==> config.mk <==
export PLATFORM = sky130hd
export DESIGN_NAME = btn_ctrl_flat
export DESIGN_NICKNAME = d
export VERILOG_FILES = /design/src/rtl/btn_ctrl_if.sv /design/src/rtl/btn_ctrl.sv /design/src/flat_wrapper.sv
export SDC_FILE = /design/constraint.sdc
export NUM_CORES = 1
export LEC_CHECK = 0
export CAP_MARGIN = 20
export CORE_MARGIN = 2
export CORE_UTILIZATION = 60
export CTS_CLUSTER_DIAMETER = 80
export CTS_CLUSTER_SIZE = 28
export DETAILED_ROUTE_END_ITERATION = 8
export PLACE_DENSITY_LB_ADDON = 0.1
export SLEW_MARGIN = 20
export SYNTH_ARGS = -nofsm -noshare
export SYNTH_HDL_FRONTEND = slang
export SYNTH_SLANG_ARGS = --single-unit
==> constraint.sdc <==
create_clock -name clk -period 4.2 [get_ports clk]
set_clock_uncertainty 0.15 [all_clocks]
set_input_delay 0.42 -clock clk [delete_from_list [all_inputs] [get_ports clk]]
set_output_delay 0.42 -clock clk [all_outputs]
set_load 0.01 [all_outputs]
==> src/rtl/btn_ctrl_if.sv <==
//------------------------------------------------------------------------------
// btn_ctrl_if : button inputs and debounced control outputs of btn_ctrl
// Rev 1.0
//------------------------------------------------------------------------------
`default_nettype none

interface btn_ctrl_if #(
  parameter int N_BTN = 4
) ();
  logic [N_BTN-1:0] i_btn;
  logic [N_BTN-1:0] o_btn_db;
  logic [N_BTN-1:0] o_btn_press;
  logic             o_mux_sel;
  logic             o_shift_dir;
  logic [1:0]       o_color_sel;
  logic             o_run;

  modport master (
    output i_btn,
    input  o_btn_db, o_btn_press, o_mux_sel, o_shift_dir, o_color_sel, o_run
  );

  modport slave (
    input  i_btn,
    output o_btn_db, o_btn_press, o_mux_sel, o_shift_dir, o_color_sel, o_run
  );
endinterface

`default_nettype wire

==> src/rtl/btn_ctrl.sv <==
//------------------------------------------------------------------------------
// btn_ctrl : synchronise and debounce push-buttons, one control update per press
// Rev 1.0
//------------------------------------------------------------------------------
`default_nettype none

module btn_ctrl #(
  parameter int N_BTN     = 4,
  parameter int DB_CYCLES = 1_250_000
) (
  input  wire logic  clk,
  input  wire logic  i_ck_reset,
  btn_ctrl_if.slave  bus
);

  localparam int             CNT_W      = $clog2(DB_CYCLES + 1);
  localparam logic [CNT_W-1:0] c_cnt_last = CNT_W'(DB_CYCLES - 1);

  logic [N_BTN-1:0] r_sync1;
  logic [N_BTN-1:0] r_sync2;
  logic [N_BTN-1:0] r_db;
  logic [N_BTN-1:0] r_press;
  logic [CNT_W-1:0] r_cnt [N_BTN];

  logic             r_mux_sel;
  logic             r_shift_dir;
  logic [1:0]       r_color_sel;
  logic             r_run;

  // Any return of the synchronised level to the accepted level restarts the count.
  always_ff @(posedge clk) begin
    if (i_ck_reset) begin
      r_sync1 <= '0;
      r_sync2 <= '0;
      r_db    <= '0;
      r_press <= '0;
      for (int i = 0; i < N_BTN; i++) begin
        r_cnt[i] <= '0;
      end
    end else begin
      r_sync1 <= bus.i_btn;
      r_sync2 <= r_sync1;
      for (int i = 0; i < N_BTN; i++) begin
        r_press[i] <= 1'b0;
        if (r_sync2[i] == r_db[i]) begin
          r_cnt[i] <= '0;
        end else if (r_cnt[i] == c_cnt_last) begin
          r_db[i]    <= r_sync2[i];
          r_cnt[i]   <= '0;
          r_press[i] <= r_sync2[i];
        end else begin
          r_cnt[i] <= r_cnt[i] + CNT_W'(1);
        end
      end
    end
  end

  always_ff @(posedge clk) begin
    if (i_ck_reset) begin
      r_mux_sel   <= 1'b0;
      r_shift_dir <= 1'b0;
      r_color_sel <= 2'd0;
      r_run       <= 1'b1;
    end else begin
      if (r_press[0]) r_mux_sel   <= ~r_mux_sel;
      if (r_press[1]) r_shift_dir <= ~r_shift_dir;
      if (r_press[2]) r_color_sel <= (r_color_sel == 2'd2) ? 2'd0 : r_color_sel + 2'd1;
      if (r_press[3]) r_run       <= ~r_run;
    end
  end

  assign bus.o_btn_db    = r_db;
  assign bus.o_btn_press = r_press;
  assign bus.o_mux_sel   = r_mux_sel;
  assign bus.o_shift_dir = r_shift_dir;
  assign bus.o_color_sel = r_color_sel;
  assign bus.o_run       = r_run;

endmodule

`default_nettype wire

==> src/flat_wrapper.sv <==
// flat-port wrapper written by rule: the top's interface ports become plain ports
module btn_ctrl_flat 
#(
  parameter int N_BTN     = 4,
  parameter int DB_CYCLES = 1_250_000
)
  (clk, i_ck_reset, bus_i_btn, bus_o_btn_db, bus_o_btn_press, bus_o_mux_sel, bus_o_shift_dir, bus_o_color_sel, bus_o_run);
  btn_ctrl_if #(.N_BTN(N_BTN)) bus_i ();
  input  wire logic clk;
  input  wire logic i_ck_reset;
  input wire logic [$bits(bus_i.i_btn)-1:0] bus_i_btn;
  output wire logic [$bits(bus_i.o_btn_db)-1:0] bus_o_btn_db;
  output wire logic [$bits(bus_i.o_btn_press)-1:0] bus_o_btn_press;
  output wire logic [$bits(bus_i.o_mux_sel)-1:0] bus_o_mux_sel;
  output wire logic [$bits(bus_i.o_shift_dir)-1:0] bus_o_shift_dir;
  output wire logic [$bits(bus_i.o_color_sel)-1:0] bus_o_color_sel;
  output wire logic [$bits(bus_i.o_run)-1:0] bus_o_run;
  assign bus_i.i_btn = bus_i_btn;
  assign bus_o_btn_db = bus_i.o_btn_db;
  assign bus_o_btn_press = bus_i.o_btn_press;
  assign bus_o_mux_sel = bus_i.o_mux_sel;
  assign bus_o_shift_dir = bus_i.o_shift_dir;
  assign bus_o_color_sel = bus_i.o_color_sel;
  assign bus_o_run = bus_i.o_run;
  btn_ctrl #(.N_BTN(N_BTN), .DB_CYCLES(DB_CYCLES)) u_core (.clk(clk), .i_ck_reset(i_ck_reset), .bus(bus_i));
endmodule
==> run metrics <==
site row count 34; Die X-Extent around 98 µm; CTS resizes 0; asr flop ratio synth 0; drt drc 0; Core Area 8680 µm²; most frequent cells after synthesis 84 x edfxtp_1, 66 x nor2_1, 35 x a21oi_1; Ys Warns 0; H-tree depth 3; Setup violations, final 0; fraction of layout cells with a size suffix above 1 0.0389; nets@finish 622; vias in the first global route roughly 3,900; period utilisation layout 0.662; RePlAce Congestion 0.844; r2r setup slk roughly 1400 ps; Reg2Reg Depth 5; Fin. Hold Viols 0; CTS Buf Count 9; clk sink count roughly 110; sequential fraction of the synthesis area 0.551; gr usage total 0.211; Area contributors post-synth edfxtp_1 47%, dfxtp_1 7.9%, nor2_1 4.6%; count leader, synth edfxtp_1; Slew headroom 0.536; largest area contributor in the netlist edfxtp_1; critical path depth 5; outcome completed; RSZ-0062 raised after global routing no; CP Data Arrival Time approximately 2800 ps; Cell Area, Synth around 5300 µm²; number of port buffers 18; diode count 0; First-pass DRT Iterations 5; Via density approximately 5.6; hold crit path type flip-flop to flip-flop; hold buffers post-CTS 0; fillcell total 626; WHS Path Cells 1; Static Leakage roughly 2.1 nW; Starting Density 0.615; Die Y between 90 and 100 µm; CP Data Required Time ~4200 ps; Worst Path Class, Setup flip-flop to flip-flop; Longest Clk Path Bufs 2; worst hold slack about 300 ps; dpl hpwl 7130 µm; Synth cell types 34; Reg-to-Reg Start u_core.r_cnt[0][67]$_SDFFCE_PN0P_; #FFs+latches synth around 110; Setup TNS 0 ps; max-slew violations 0; EDFF count, synth 84; postcts setup bufs 0; Root Driver clkbuf_8; Fmax achieved roughly 360 MHz; crit path max fanout 15; total grt overflow 0; area of the die slightly below 10,000 µm²; most used flip-flop cell after synthesis edfxtp_1; Min-Delay Endpoint u_core.r_sync2[3]$_SDFF_PP0_; overall routed net length between 9000 and 10,000 µm; worst-margin pin slew 692 ps; critical path's top delay family simple AND/OR/NAND/NOR gates; initial DRC count roughly 160; largest stage delay on the critical path approximately 570 ps; Max stage delay cell, worst path or4_4; max cap viols 0; Mapped Cells between 500 and 600; area delta synth->final 15.4%; CP cell instances or4b_1 -> or4_4 -> o21ai_1 -> buf_4 -> nor2_1; Hold Crit Start u_core.r_sync1[3]$_SDFF_PP0_; Buf/Inv on CP 1; area share of the largest cell type after synthesis 0.472; antenna violations before repair 0; Worst Setup Start Kind flip-flop; Crit Reg-Reg Endpoint u_core.r_cnt[0][69]$_SDFFCE_PN0P_; fin crit period approximately 2800 ps; Antenna Nets Post-Route 0; worst-skew pair later-pin latency around 370 ps; Avg WL per Cell 13.5 µm; CTS tree built; io pins 19; syn avg cell area 10.5 µm²; CP endpoint kind flip-flop; peak supply drop 0.230 mV; largest net degree at the start of global routing 22; clk slew on worst S/H paths approximately 90 ps; first-pass GRT wire length between 15,000 and 20,000 µm; vias roughly 4,100; Pwr Density 320 nW/µm²
==> how the worst max path moves through the flow <==
stage / startpoint / endpoint / slack (ps)
after global routing: u_core.r_cnt[0][71]$_SDFFCE_PN0P_ / u_core.r_cnt[0][69]$_SDFFCE_PN0P_ / 1320
final: u_core.r_cnt[0][67]$_SDFFCE_PN0P_ / u_core.r_cnt[0][69]$_SDFFCE_PN0P_ / 1420
after detailed placement: u_core.r_cnt[0][71]$_SDFFCE_PN0P_ / u_core.r_cnt[0][69]$_SDFFCE_PN0P_ / 1450
after global placement: u_core.r_cnt[0][71]$_SDFFCE_PN0P_ / u_core.r_cnt[0][74]$_SDFFCE_PN0P_ / 1500
after CTS: u_core.r_cnt[0][71]$_SDFFCE_PN0P_ / u_core.r_cnt[0][69]$_SDFFCE_PN0P_ / 1430
after floorplan: u_core.r_cnt[0][71]$_SDFFCE_PN0P_ / u_core.r_cnt[0][69]$_SDFFCE_PN0P_ / 1860
==> logic make-up (layout without fill, tap and decap cells) <==
family                     Yosys count  after routing  synth area share
and+or+nand+nor                    244            244             0.252
DFF                                105            105             0.551
AOI/OAI and AO/OA                   73             73            0.0773
xor gates and xnor gates            53             53            0.0869
buffers and inverters               31             54            0.0223
adders and majority gates            4              4           0.00937
other                                1             84          0.000702
==> report_power, final <==
part | internal [mW] | switching, mW
sequential | 1.16 | 0.0412
clock | 0.348 | 0.340
combinational | 0.0344 | 0.0486
==> routing by layer <==
layer / up-vias / routed length [µm] / global-route usage / share of wire
li1: 2034 / - / - / -
met1: 1939 / 4480 / 0.282 / 0.46
met2: 69 / 4860 / 0.346 / 0.50
met3: 13 / 300 / 0.0329 / 0.031
met4: 0 / 154 / 0.0864 / 0.016
met5: - / 0 / 0 / 0
==> layout make-up <==
class	count	area, µm²	area share
Timing Repair Buffer	24	225	0.0365
Sequential cell	105	2940	0.477
Clock buffer	10	138	0.0223
Tap cell	108	135	0.0219
Clock inverter	6	81.3	0.0132
Inverter	14	52.6	0.00852
Multi-Input combinational cell	458	2590	0.420
==> worst reg2reg max path: cells and delay by family (launching register included) <==
kind                   cells  cell delay, ps
AO/OA/AOI/OAI              1             430
flip-flops                 1             480
buffers and inverters      1             300
AND/OR/NAND/NOR            3            1190
==> metrics by stage <==
stage	cell area [µm²]	instances	util	total power [mW]	setup slack [ps]
floorplan	5650	594	-	1.27	1860
global placement	5950	709	0.685	1.30	1500
detailed placement	5950	709	0.685	1.30	1450
CTS	6160	725	0.710	1.98	1430
global route	6160	725	0.710	2.04	1320
finish	6160	725	0.710	1.97	1420
==> flip-flops by register name, indices dropped and copies added (netlist names) <==
signal                  flops
u_core.r_sync1              4
u_core.r_cnt               84
u_core.bus.o_btn_db         4
u_core.r_sync2              4
u_core.bus.o_mux_sel        1
u_core.bus.o_run            1
u_core.bus.o_color_sel      2
u_core.bus.o_shift_dir      1
u_core.bus.o_btn_press      4
==> layout by cell type, fill, tap and decap left out, drive strengths merged, types with 10 or more instances in the layout <==
cell            n
and4           11
or3            21
and3           10
nand3          25
nand2          25
inv            14
o31ai          16
xor2           27
dfxtp          21
o21ai          20
edfxtp         84
conb           84
or4            19
nor2           66
xnor2          26
a21oi          35
clkbuf         10
nand4          27
clkdlybuf4s50  18
No activity file was read; power rests on OpenSTA's default activity.
